## src/rtl/hazard_ctrl.sv

```systemverilog
// hazard_ctrl: stall / write-enable generation for the five-stage MIPS pipeline.
// Combines Tuse/Tnew register-dependency stalls, a multiply/divide busy
// counter and ERET-after-mtc0-EPC ordering. An exception request (Req)
// overrides every stall so the flush always proceeds.
// Optional feature macro: HAZARD_CTRL_STALL_CNT_EN adds a 32-bit stall_cnt
// output counting stalled cycles.
module hazard_ctrl #(
    parameter int MULT_CYCLES = 5,
    parameter int DIV_CYCLES  = 10
) (
    input  logic       clk,
    input  logic       reset,
    input  logic       Req,
    input  logic [4:0] D_rs_addr,
    input  logic [4:0] D_rt_addr,
    input  logic [1:0] D_rs_tuse,
    input  logic [1:0] D_rt_tuse,
    input  logic [4:0] E_wa,
    input  logic [4:0] M_wa,
    input  logic [1:0] E_tnew,
    input  logic [1:0] M_tnew,
    input  logic       D_is_md,
    input  logic       E_md_start,
    input  logic       E_md_is_div,
    input  logic       D_eret,
    input  logic       E_mtc0_epc,
    input  logic       M_mtc0_epc,
    output logic       stall,
    output logic       PC_WE,
    output logic       D_WE,
    output logic       E_WE,
    output logic       M_WE,
    output logic       W_WE,
    output logic       md_busy
`ifdef HAZARD_CTRL_STALL_CNT_EN
    ,
    output logic [31:0] stall_cnt
`endif
);

    localparam logic [3:0] MULT_LD = 4'(MULT_CYCLES);
    localparam logic [3:0] DIV_LD  = 4'(DIV_CYCLES);

    logic [3:0] cnt_q;
    logic [3:0] cnt_d;
    logic       stall_rs;
    logic       stall_rt;
    logic       stall_md;
    logic       stall_eret;

    // Register-dependency, MDU and ERET stall sources plus final composition
    always_comb begin
        stall_rs   = (D_rs_addr != 5'd0) &&
                     (((D_rs_addr == E_wa) && (E_tnew > D_rs_tuse)) ||
                      ((D_rs_addr == M_wa) && (M_tnew > D_rs_tuse)));
        stall_rt   = (D_rt_addr != 5'd0) &&
                     (((D_rt_addr == E_wa) && (E_tnew > D_rt_tuse)) ||
                      ((D_rt_addr == M_wa) && (M_tnew > D_rt_tuse)));
        md_busy    = (cnt_q != 4'd0);
        stall_md   = D_is_md && (md_busy || E_md_start);
        stall_eret = D_eret && (E_mtc0_epc || M_mtc0_epc);
        // Req wins: a pending flush must never be held back by a bubble
        stall      = !Req && (stall_rs || stall_rt || stall_md || stall_eret);
        PC_WE      = !stall;
        D_WE       = !stall;
        E_WE       = 1'b1;
        M_WE       = 1'b1;
        W_WE       = 1'b1;
    end

    // MDU busy counter next state: load on an accepted start, else count down.
    // A start coinciding with Req is squashed by the flush, so it never loads;
    // Req does not abort an operation already in flight.
    always_comb begin
        cnt_d = cnt_q;
        if (E_md_start && !Req) begin
            cnt_d = E_md_is_div ? DIV_LD : MULT_LD;
        end else if (cnt_q != 4'd0) begin
            cnt_d = cnt_q - 4'd1;
        end
    end

    // MDU busy counter register with synchronous active-low reset
    always_ff @(posedge clk) begin
        if (!reset) begin
            cnt_q <= 4'd0;
        end else begin
            cnt_q <= cnt_d;
        end
    end

`ifdef HAZARD_CTRL_STALL_CNT_EN
    logic [31:0] stall_cnt_q;
    logic [31:0] stall_cnt_d;

    // Stall cycle counter next state; wraps naturally, untouched by Req
    always_comb begin
        stall_cnt_d = stall ? (stall_cnt_q + 32'd1) : stall_cnt_q;
    end

    // Stall cycle counter register with synchronous active-low reset
    always_ff @(posedge clk) begin
        if (!reset) begin
            stall_cnt_q <= 32'd0;
        end else begin
            stall_cnt_q <= stall_cnt_d;
        end
    end

    assign stall_cnt = stall_cnt_q;
`endif

endmodule

```

## config.mk

```make
export PLATFORM = sky130hd
export DESIGN_NAME = hazard_ctrl
export DESIGN_NICKNAME = d
export VERILOG_FILES = /design/src/rtl/hazard_ctrl.sv
export SDC_FILE = /design/constraint.sdc
export NUM_CORES = 1
export LEC_CHECK = 0
export CAP_MARGIN = 20
export CORE_MARGIN = 2
export CORE_UTILIZATION = 37
export CTS_CLUSTER_DIAMETER = 100
export CTS_CLUSTER_SIZE = 20
export DETAILED_ROUTE_END_ITERATION = 10
export PLACE_DENSITY = 0.79
export RECOVER_POWER = 50
export SYNTH_ARGS = -nofsm -noshare
export SYNTH_HDL_FRONTEND = slang
export SYNTH_SLANG_ARGS = --single-unit
```

## constraint.sdc

```tcl
create_clock -name clk -period 3 [get_ports clk]
set_clock_uncertainty 0.15 [all_clocks]
set_input_delay 0.6 -clock clk [delete_from_list [all_inputs] [get_ports clk]]
set_output_delay 0.6 -clock clk [all_outputs]
set_load 0.01 [all_outputs]
```

==> run_results.csv <==
group,metric,value,unit
clock_network,cts.root.buffer_cell,"clkbuf_4",
floorplanning,core_area,1940,um2
drt,first_iter_violations,8,
finish,synthToLayoutAreaGrowth,82.2,%
global_route,grt_pass1_wl,3770,um
global_route,use_met2,0.441,
clock_network,cts_made_buffers,3,
finish,fin_util,0.701,
global_route,grt_max_degree,8,
drt,vias,876,
yosys,ys_ff_latch,4,
drt,via_per_inst,5.12,
global_route,grt_antenna_before_repair,0,
timing,fmax,342,MHz
setup_path,reg2reg_from,"cnt_q[0]$_SDFFE_PN0P_",
timing,final_max_slew_viol_count,0,
setup_path,crit_chain,"clkdlybuf4s50_1 -> buf_4 -> xnor2_1 -> nand4_1 -> nor4_2 -> o21ai_1 -> o311a_1 -> buf_2",
global_route,grt_busiest_layer,"met2",
flow_run,maxCapViolations,0,
setup_path,arrival,2.18,ns
hold_path,holdPathStages,3,
timing,fin_setup_tns,0,ns
place,dp_hpwl,1840,um
yosys,synth_cell_types,29,
clock_network,clkSinkCount,4,
finish,top_register,"cnt_q",
drt,drt-pass1-iter-count,4,
finish,final_common_cell,"clkdlybuf4s50_1",
clock_network,clock_path_buffers,2,
place,post-place-ws,-0.599,ns
clock_network,insertion_delay,0.24,ns
status,status,"completed",
clock_network,cts_tree,"built",
clock_network,cts_hold_buf,0,
clock_network,clkSlewWorstSetupHoldPaths,0.04,ns
setup_path,startpoint,"D_rs_addr[4]",
setup_path,r2r-end,"cnt_q[0]$_SDFFE_PN0P_",
floorplanning,ios,44,
global_route,grt_pass1_vias,932,
setup_path,worstPathMaxFanout,3,
hold_path,min-delay-start,"cnt_q[3]$_SDFFE_PN0P_",
floorplanning,dieArea,2390,um2
timing,finalCritPeriodShare,0.975,
drt,drc,0,
setup_path,cpMaxStageDelayCell,"clkdlybuf4s50_1",
setup_path,slowest_delay,0.47,ns
timing,final-setup-viol-count,0,
yosys,syn_avg_cell_area,8.03,um2
timing,hold_viol,0,
finish,largest_reg_flops,4,
hold_path,hold_end,"cnt_q[3]$_SDFFE_PN0P_",
drt,routedWlPerCell,14.6,um
finish,final_nets,193,
setup_path,worst_setup_path_end_kind,"primary output",
floorplanning,die_w,48.9,um
yosys,syn_area,747,um2
power_and_ir_drop,p_per_area,393,nW/um2
setup_path,r2r_cells,6,
global_route,grtUsageMet3,0.0337,
timing,period_minus_slack,2.93,ns
global_route,grt_use_met1,0.166,
finish,antennaDiodeCount,0,
floorplanning,rows,16,
floorplanning,die_y,48.9,um
hold_path,hold_class,"flop to flop",
global_route,grt.total_usage,0.211,
place,io_buffers,40,
power_and_ir_drop,ir_worst_vdd,0.399,mV
setup_path,crit_type,"primary input to primary output",
timing,timing.final.ws_setup,0.0744,ns
setup_path,cp.required,2.25,ns
yosys,syn_inst,93,
yosys,yosys_warnings,0,
place,gp_congestion,0.949,
global_route,gr-total-overflow,0,
clock_network,htree_levels,1,
drt,wirelength,2500,um
finish,reg_top3,"cnt_q (4)",
setup_path,cp-start-kind,"primary input",
setup_path,r2r_slack,1.64,ns
power_and_ir_drop,p_leak,0.642,nW
floorplanning,start_util,0.385,
finish,drive_gt1_frac,0.236,
yosys,ys_seq_area_frac,0.107,
finish,layout_common_cells,"clkdlybuf4s50_1, xor2_1, dlymetal6s2s_1",
drt,final_antenna_net_count,0,
## timing repair
item / 4_1_cts / 5_1_grt
pin swaps: 12 / 9
setup endpoints to repair: 3 / 3
resized for setup: 27 / 20
setup buffers: 0 / 0
## metrics by stage
step                total power [W]  instance area [um2]  cells  hold WS [ns]
floorplan                  0.000309                  754     95         0.408
global placement           0.000442                 1230    168         0.439
detailed placement         0.000450                 1230    168         0.432
CTS                        0.000530                 1290    171         0.444
global route               0.000577                 1360    171         0.475
finish                     0.000535                 1360    171         0.444
## cells in the mapped netlist
master | count | share of area
conb_1 | 1 | 0.0050
nand4_1 | 2 | 0.017
a21oi_4 | 1 | 0.022
nor4_1 | 2 | 0.017
dfxtp_1 | 4 | 0.11
nor2b_1 | 3 | 0.025
or4_1 | 1 | 0.010
a21boi_1 | 1 | 0.010
o311ai_1 | 1 | 0.012
buf_4 | 4 | 0.040
nand3b_1 | 1 | 0.010
xor2_1 | 12 | 0.14
nor2_1 | 4 | 0.020
o21ai_0 | 4 | 0.027
a2111oi_4 | 1 | 0.037
a21oi_1 | 5 | 0.033
a21o_1 | 1 | 0.010
a31oi_1 | 1 | 0.0084
nor3_1 | 3 | 0.020
a21boi_0 | 1 | 0.010
o211ai_1 | 1 | 0.010
o311a_1 | 1 | 0.013
a2111oi_0 | 1 | 0.012
xnor2_1 | 11 | 0.13
ha_1 | 10 | 0.17
nand3_1 | 2 | 0.013
inv_1 | 9 | 0.045
nand2b_1 | 1 | 0.0084
nand2_1 | 4 | 0.020
## kinds of logic (layout without fill, tap and decap cells)
logic type	Yosys count	count (layout)	synth area share
XOR/XNOR	23	23	0.270
AND/OR/NAND/NOR	23	23	0.161
AO/OA/AOI/OAI	19	19	0.204
buffers and inverters	13	62	0.0854
adder cells (fa/ha/maj)	10	10	0.168
flip-flops	4	4	0.107
other	1	3	0.00502
## worst max path at each step
stage                 end  slack [ns]  cells after the start
floorplan           PC_WE        0.27                      6
global placement    stall       -0.59                      7
detailed placement  stall       -0.60                      7
CTS                  D_WE       0.005                      8
global route         D_WE       -0.02                      8
finish               D_WE        0.07                      8
## layout make-up
class / count / area [um2]
multi-input combinational: 78 / 708
fill: 151 / 581
timing repair buffer: 50 / 483
sequential: 4 / 80.1
inverter: 9 / 33.8
tap: 27 / 33.8
clock buffer: 3 / 22.5
## worst max-delay path, delay by kind of cell
family                    cells  cell delay (ns)
xor gates and xnor gates      1             0.20
buffers and inverters         3             0.78
AOI/OAI and AO/OA             2             0.24
and+or+nand+nor               2             0.35
## power breakdown
group / switching, W / internal [W]
sequential: 0.0000178 / 0.0000800
combinational: 0.000179 / 0.000189
clock: 0.0000246 / 0.0000449
## routing by layer
layer	part of all wire	vias up
met3	0.049	16
met5	0	-
met4	0.076	0
li1	-	426
met1	0.33	391
met2	0.55	43
(Power assumes the default switching activity.)
